**config.mk**
```make
export PLATFORM = sky130hd
export DESIGN_NAME = branch_target_buffer_flat
export DESIGN_NICKNAME = d
export VERILOG_FILES = /design/src/rtl/branch_target_buffer_if.sv /design/src/rtl/branch_target_buffer.sv /design/src/flat_wrapper.sv
export SDC_FILE = /design/constraint.sdc
export NUM_CORES = 2
export LEC_CHECK = 0
export CORE_MARGIN = 2
export CORE_UTILIZATION = 45
export DETAILED_ROUTE_END_ITERATION = 8
export SYNTH_ARGS = -nofsm -noshare
export SYNTH_HDL_FRONTEND = slang
export SYNTH_SLANG_ARGS = --single-unit
```
**constraint.sdc**
```tcl
create_clock -name CLK -period 5.9 [get_ports CLK]
set_clock_uncertainty 0.05 [all_clocks]
set_input_delay 1.18 -clock CLK [delete_from_list [all_inputs] [get_ports CLK]]
set_output_delay 1.18 -clock CLK [all_outputs]
set_load 0.05 [all_outputs]
```
**src/rtl/branch_target_buffer_if.sv**
```systemverilog
// Fetch/resolve bus between the pipeline and the branch target buffer.
// The master drives lookups and resolved-branch updates; the slave returns predictions.
interface branch_target_buffer_if #(
   parameter int HIST_W = 4
);
   logic [31:0]       fetch_pc;
   logic              pred_taken;
   logic [31:0]       pred_target;
   logic [HIST_W-1:0] pred_ghr;
   logic              upd_en;
   logic [31:0]       upd_pc;
   logic              upd_taken;
   logic [31:0]       upd_target;
   logic              upd_pred_taken;
   logic [HIST_W-1:0] upd_ghr;
   logic [31:0]       mispred_cnt;

   modport master (
      output fetch_pc, upd_en, upd_pc, upd_taken, upd_target, upd_pred_taken, upd_ghr,
      input  pred_taken, pred_target, pred_ghr, mispred_cnt
   );

   modport slave (
      input  fetch_pc, upd_en, upd_pc, upd_taken, upd_target, upd_pred_taken, upd_ghr,
      output pred_taken, pred_target, pred_ghr, mispred_cnt
   );
endinterface

```
**src/rtl/branch_target_buffer.sv**
```systemverilog
// Direct-mapped BTB with saturating-counter direction prediction; combinational lookup, registered update.
// Optional gshare global history is enabled by defining BTB_GSHARE_EN.
module branch_target_buffer #(
   parameter int ENTRIES = 16,
   parameter int CTR_W   = 2,
   parameter int HIST_W  = 4
) (
   input logic                    CLK,
   input logic                    nRST,
   branch_target_buffer_if.slave  bus
);
   localparam int IDX_W = $clog2(ENTRIES);
   localparam int TAG_W = 30 - IDX_W;
   localparam int unsigned WT_INT = 1 << (CTR_W - 1);
   localparam logic [CTR_W-1:0] CTR_MAX = '1;
   localparam logic [CTR_W-1:0] CTR_WT  = CTR_W'(WT_INT);
   localparam logic [CTR_W-1:0] CTR_WNT = CTR_W'(WT_INT - 1);

   logic [ENTRIES-1:0] valid_q;
   logic [TAG_W-1:0]   tag_q    [ENTRIES];
   logic [31:0]        target_q [ENTRIES];
   logic [CTR_W-1:0]   ctr_q    [ENTRIES];
   logic [31:0]        mispredCnt_q;

   logic [IDX_W-1:0] fetchIdx;
   logic [TAG_W-1:0] fetchTag;
   logic [IDX_W-1:0] fetchPidx;
   logic [IDX_W-1:0] updIdx;
   logic [TAG_W-1:0] updTag;
   logic [IDX_W-1:0] updPidx;
   logic             fetchHit;
   logic             updHit;
   logic             predTaken;

   assign fetchIdx = bus.fetch_pc[IDX_W+1:2];
   assign fetchTag = bus.fetch_pc[31:IDX_W+2];
   assign updIdx   = bus.upd_pc[IDX_W+1:2];
   assign updTag   = bus.upd_pc[31:IDX_W+2];

`ifdef BTB_GSHARE_EN
   logic [HIST_W-1:0] ghr_q;
   logic [HIST_W-1:0] ghr_d;

   // History shifts in the resolved outcome; the shift form also covers HIST_W=1.
   assign ghr_d        = (ghr_q << 1) | HIST_W'(bus.upd_taken);
   assign fetchPidx    = fetchIdx ^ IDX_W'(ghr_q);
   assign updPidx      = updIdx ^ IDX_W'(bus.upd_ghr);
   assign bus.pred_ghr = ghr_q;

   always_ff @(posedge CLK or negedge nRST) begin
      if (!nRST) begin
         ghr_q <= '0;
      end else if (bus.upd_en) begin
         ghr_q <= ghr_d;
      end
   end
`else
   assign fetchPidx    = fetchIdx;
   assign updPidx      = updIdx;
   assign bus.pred_ghr = '0;
`endif

   assign fetchHit = valid_q[fetchIdx] && (tag_q[fetchIdx] == fetchTag);
   assign updHit   = valid_q[updIdx] && (tag_q[updIdx] == updTag);
   assign predTaken = fetchHit && ctr_q[fetchPidx][CTR_W-1];

   assign bus.pred_taken  = predTaken;
   assign bus.pred_target = predTaken ? target_q[fetchIdx] : 32'd0;
   assign bus.mispred_cnt = mispredCnt_q;

   // Lookups see only pre-update state; a write lands on the edge and is visible next cycle.
   always_ff @(posedge CLK or negedge nRST) begin
      if (!nRST) begin
         valid_q      <= '0;
         mispredCnt_q <= '0;
         for (int i = 0; i < ENTRIES; i++) begin
            tag_q[i]    <= '0;
            target_q[i] <= '0;
            ctr_q[i]    <= CTR_WNT;
         end
      end else if (bus.upd_en) begin
         if (bus.upd_taken != bus.upd_pred_taken) begin
            mispredCnt_q <= mispredCnt_q + 32'd1;
         end
         if (updHit) begin
            if (bus.upd_taken) begin
               target_q[updIdx] <= bus.upd_target;
               if (ctr_q[updPidx] != CTR_MAX) begin
                  ctr_q[updPidx] <= ctr_q[updPidx] + CTR_W'(1);
               end
            end else if (ctr_q[updPidx] != '0) begin
               ctr_q[updPidx] <= ctr_q[updPidx] - CTR_W'(1);
            end
         end else if (bus.upd_taken) begin
            valid_q[updIdx]  <= 1'b1;
            tag_q[updIdx]    <= updTag;
            target_q[updIdx] <= bus.upd_target;
            ctr_q[updPidx]   <= CTR_WT;
         end
      end
   end
endmodule

```
**src/flat_wrapper.sv**
```systemverilog
// flat-port wrapper written by rule: the top's interface ports become plain ports
module branch_target_buffer_flat 
#(
   parameter int ENTRIES = 16,
   parameter int CTR_W   = 2,
   parameter int HIST_W  = 4
)
  (CLK, nRST, bus_fetch_pc, bus_upd_en, bus_upd_pc, bus_upd_taken, bus_upd_target, bus_upd_pred_taken, bus_upd_ghr, bus_pred_taken, bus_pred_target, bus_pred_ghr, bus_mispred_cnt);
  branch_target_buffer_if #(.HIST_W(HIST_W)) bus_i ();
  input logic CLK;
  input logic nRST;
  input wire logic [$bits(bus_i.fetch_pc)-1:0] bus_fetch_pc;
  input wire logic [$bits(bus_i.upd_en)-1:0] bus_upd_en;
  input wire logic [$bits(bus_i.upd_pc)-1:0] bus_upd_pc;
  input wire logic [$bits(bus_i.upd_taken)-1:0] bus_upd_taken;
  input wire logic [$bits(bus_i.upd_target)-1:0] bus_upd_target;
  input wire logic [$bits(bus_i.upd_pred_taken)-1:0] bus_upd_pred_taken;
  input wire logic [$bits(bus_i.upd_ghr)-1:0] bus_upd_ghr;
  output wire logic [$bits(bus_i.pred_taken)-1:0] bus_pred_taken;
  output wire logic [$bits(bus_i.pred_target)-1:0] bus_pred_target;
  output wire logic [$bits(bus_i.pred_ghr)-1:0] bus_pred_ghr;
  output wire logic [$bits(bus_i.mispred_cnt)-1:0] bus_mispred_cnt;
  assign bus_i.fetch_pc = bus_fetch_pc;
  assign bus_i.upd_en = bus_upd_en;
  assign bus_i.upd_pc = bus_upd_pc;
  assign bus_i.upd_taken = bus_upd_taken;
  assign bus_i.upd_target = bus_upd_target;
  assign bus_i.upd_pred_taken = bus_upd_pred_taken;
  assign bus_i.upd_ghr = bus_upd_ghr;
  assign bus_pred_taken = bus_i.pred_taken;
  assign bus_pred_target = bus_i.pred_target;
  assign bus_pred_ghr = bus_i.pred_ghr;
  assign bus_mispred_cnt = bus_i.mispred_cnt;
  branch_target_buffer #(.ENTRIES(ENTRIES), .CTR_W(CTR_W), .HIST_W(HIST_W)) u_core (.CLK(CLK), .nRST(nRST), .bus(bus_i));
endmodule
```
==> metrics.txt <==
result of the run finished, final reports clean; number of standard cells after synthesis 3231; flop-to-flop setup slack 2.04 ns; data arrival time at the worst-slack endpoint 4.50 ns; Clk Tree Root Cell clkbuf_16; wire length of the first global-routing pass 206000 µm; total global routing track utilization 24.4%; half-perimeter wire length after detailed placement 83800 µm; placed cell count 4653; mean instance size in the synthesized netlist 15.3 µm²; unrepaired setup endpoints after global routing false; highest routed layer met5; area share of and/or/nand/nor cells after synthesis 3.40%; Worst-Skew Late Latency 0.70 ns; launching instance or port of the critical path bus_fetch_pc[2]; maximum ir drop on the vdd rail 0.000267 V; Post-Route Setup TNS 0 ns; critical setup path kind input port to primary output; GR Overflow Total 0; area inside the core boundary 109000 µm²; # clock sinks 1008; final standard cell count with taps included and fillers excluded 4860; critical register-to-register path endpoint u_core.tag_q[282]; initial cell density of the core 45.5%; Hold WS 0.423 ns; count of flip-flops with a built-in enable after synthesis 0; post-synthesis xor/xnor area fraction 1.61%; number of detailed-routing iterations run before antenna repair 5; highest-count cells in the layout ignoring fill and taps dfrtp_1, mux2_2, mux4_2, nand2_1, clkdlybuf4s50_1; Critical Path Sink Type primary output; maximum clock insertion buffer count 3; HP Start u_core.bus.mispred_cnt[31]; via count of the first global-routing pass 32300; number of I/O port buffers 161; endpoints failing setup 0; Final Hold Viols 0; reg2reg path depth 11; r2r startpoint u_core.tag_q[227]; detailed-route via count 29400; FFs w/ async S/R, synth 100%; Initial DRC Count 1969; total clock buffers created by CTS 110; met3 wire length 6320 µm; drt drc 0; required time of the worst setup path 4.67 ns; hold-critical path depth 1; number of placement rows 121; final wirelength 135000 µm; height of the die 336 µm; Cell Pwr Density 344 nW/µm²; share of the synthesized area in compound gates (AO/OA/AOI/OAI) 1.34%; Register Area 25200 µm²; Post-Synth Adder-Cell Area 0.0757%; sequential-to-total area share from yosys stat 50.9%; count of warnings emitted by yosys 0; antenna violations before repair 7; Setup crit start kind input port; post-synthesis to final-layout area growth 16.5%; CTS tree done; via-per-instance ratio 6.06; most frequent standard cell in the layout excluding fill and tap cells dfrtp_1; Top-Level Pins 174; RD Place Congestion 0.815; Tightest Pin Transition 1.06 ns; final number of max-transition violations 0; standby leakage power 25.1 nW; portion of netlist area occupied by mux cells 40.1%; worst max-slew margin expressed relative to the limit 29.5%; post-synthesis register bit count 1008; Tightest Hold Check Type flop to flop; Min Clock Period, post-route 5.73 ns; number of nets in the final layout 3460; total met2 wirelength after detailed routing 68100 µm; width of the die 336 µm; total die area 113000 µm²; post-route worst setup slack 0.167 ns; final period utilization 97.2%; met1 wire length 56900 µm; worst setup slack before clock tree synthesis -0.0327 ns; pin count of the biggest net entering global routing 153; number of H-tree levels 3; fraction of layout cells with a size suffix above 1 50.2%; number of filler cells placed in the layout 8881; mapped cell area 49600 µm²; number of antenna-violating nets in the routed design 0; main combinational cell family by area after synthesis multiplexers; number of distinct library cells after synthesis 54; capture endpoint of the worst hold path u_core.bus.mispred_cnt[31]; top achievable clock speed 174 MHz; area occupied by multi-input gates 23200 µm²; count of max-cap constraint violations 0; maximum fanout along the worst path 29; prevailing post-synth register cell dfrtp_1; Avg WL per Cell 27.8 µm; clock transition at the register clock pins on the worst setup and hold paths after CTS 0.06 ns
## worst max path at each step
stage / endpoint / slack, ns / depth (start not counted)
after global routing: bus_pred_target[12] / 0.003 / 14
after detailed placement: bus_pred_target[12] / -0.03 / 13
after floorplan: bus_pred_target[10] / 0.09 / 9
final: bus_pred_target[5] / 0.17 / 13
after global placement: bus_pred_target[12] / -0.01 / 13
after CTS: bus_pred_target[13] / 0.16 / 13
## final cells by class
type	instances	area share [%]
Timing Repair Buffer	299	6.41
Multi-Input combinational cell	1923	40.2
Tap cell	1414	3.06
Antenna cell	3	0.0130
Clock inverter	42	0.948
Sequential cell	1008	43.7
Clock buffer	161	5.66
Inverter	10	0.0650
## per-layer routing
layer / vias to the layer above / global-route usage [%]
met5: - / 0
met4: 8 / 7.81
met3: 233 / 3.74
met2: 718 / 41.2
met1: 16100 / 32.4
li1: 12400 / -
## logic make-up (layout without fill, tap and decap cells)
group,after synthesis,in the layout
AO/OA/AOI/OAI,99,99
adder cells (fa/ha/maj),3,3
flip-flops,1008,1008
multiplexers,1386,1386
buffers and inverters,303,512
XOR/XNOR,91,91
AND/OR/NAND/NOR,340,340
other,1,7
## stage by stage
stage / instance area [µm²] / power [mW] / utilization [%]
final: 57800 / 19.9 / 53.0
after global routing: 57800 / 20.8 / 53.0
after CTS: 57800 / 20.1 / 53.0
after detailed placement: 53900 / 12.8 / 49.5
after global placement: 53900 / 12.5 / 49.5
after floorplan: 49600 / 11.6 / -
## power by group
| group | internal [mW] | leakage, nW | switching, mW |
|---|---|---|---|
| Combinational | 2.21 | 10.4 | 1.42 |
| Clock | 4.35 | 1.87 | 2.86 |
| Sequential | 8.23 | 12.8 | 0.818 |
| Total | 14.8 | 25.1 | 5.11 |
## what timing repair did
item / 4_1_cts / 5_1_grt
buffers inserted: 1 / 0
hold buffers: 0 / 0
endpoints found under the setup margin: 5 / 0
gates resized for setup: 1 / 0
## cell usage after synthesis (all sizes together), types with 2 or more instances
cell type / instances / share of area (%)
mux2i: 73 / 1.5
o2bb2ai: 2 / 0.035
mux4: 388 / 18
and3: 7 / 0.088
ha: 3 / 0.076
nand2: 161 / 1.3
o21ai: 28 / 0.28
nor4: 7 / 0.11
dfstp: 16 / 0.85
a41oi: 2 / 0.035
mux2: 925 / 21
and4: 5 / 0.088
a221oi: 8 / 0.14
nor2b: 40 / 0.50
or2: 2 / 0.025
o22ai: 7 / 0.088
nand3: 20 / 0.21
xnor2: 63 / 1.1
xor2: 28 / 0.49
inv: 10 / 0.076
a22o: 10 / 0.18
o211ai: 2 / 0.030
a211oi: 2 / 0.030
nand2b: 21 / 0.26
nor3: 24 / 0.30
nand4: 16 / 0.20
clkbuf: 167 / 1.3
dfrtp: 992 / 50
a21oi: 16 / 0.16
a31oi: 4 / 0.050
nor2: 30 / 0.23
and2: 6 / 0.076
a22oi: 10 / 0.15
buf: 126 / 1.2
o21bai: 2 / 0.030
## critical path: stages
cell and delay, ns:
buf_8 0.23, buf_12 0.28, buf_4 0.20, mux4_2 0.50
mux4_2 0.48, xnor2_1 0.16, nand4_1 0.11, nor2_1 0.29
nand4_1 0.13, buf_4 0.18, buf_4 0.22, nor2b_1 0.27
buf_12 0.18
## sequential cells by signal, summed over array words and instances, names as in the netlist
| register | count |
|---|---|
| u_core.target_q | 512 |
| u_core.tag_q | 416 |
| u_core.bus.mispred_cnt | 32 |
| u_core.ctr_q | 32 |
| u_core.valid_q | 16 |
No activity file was read; power rests on OpenSTA's default activity.
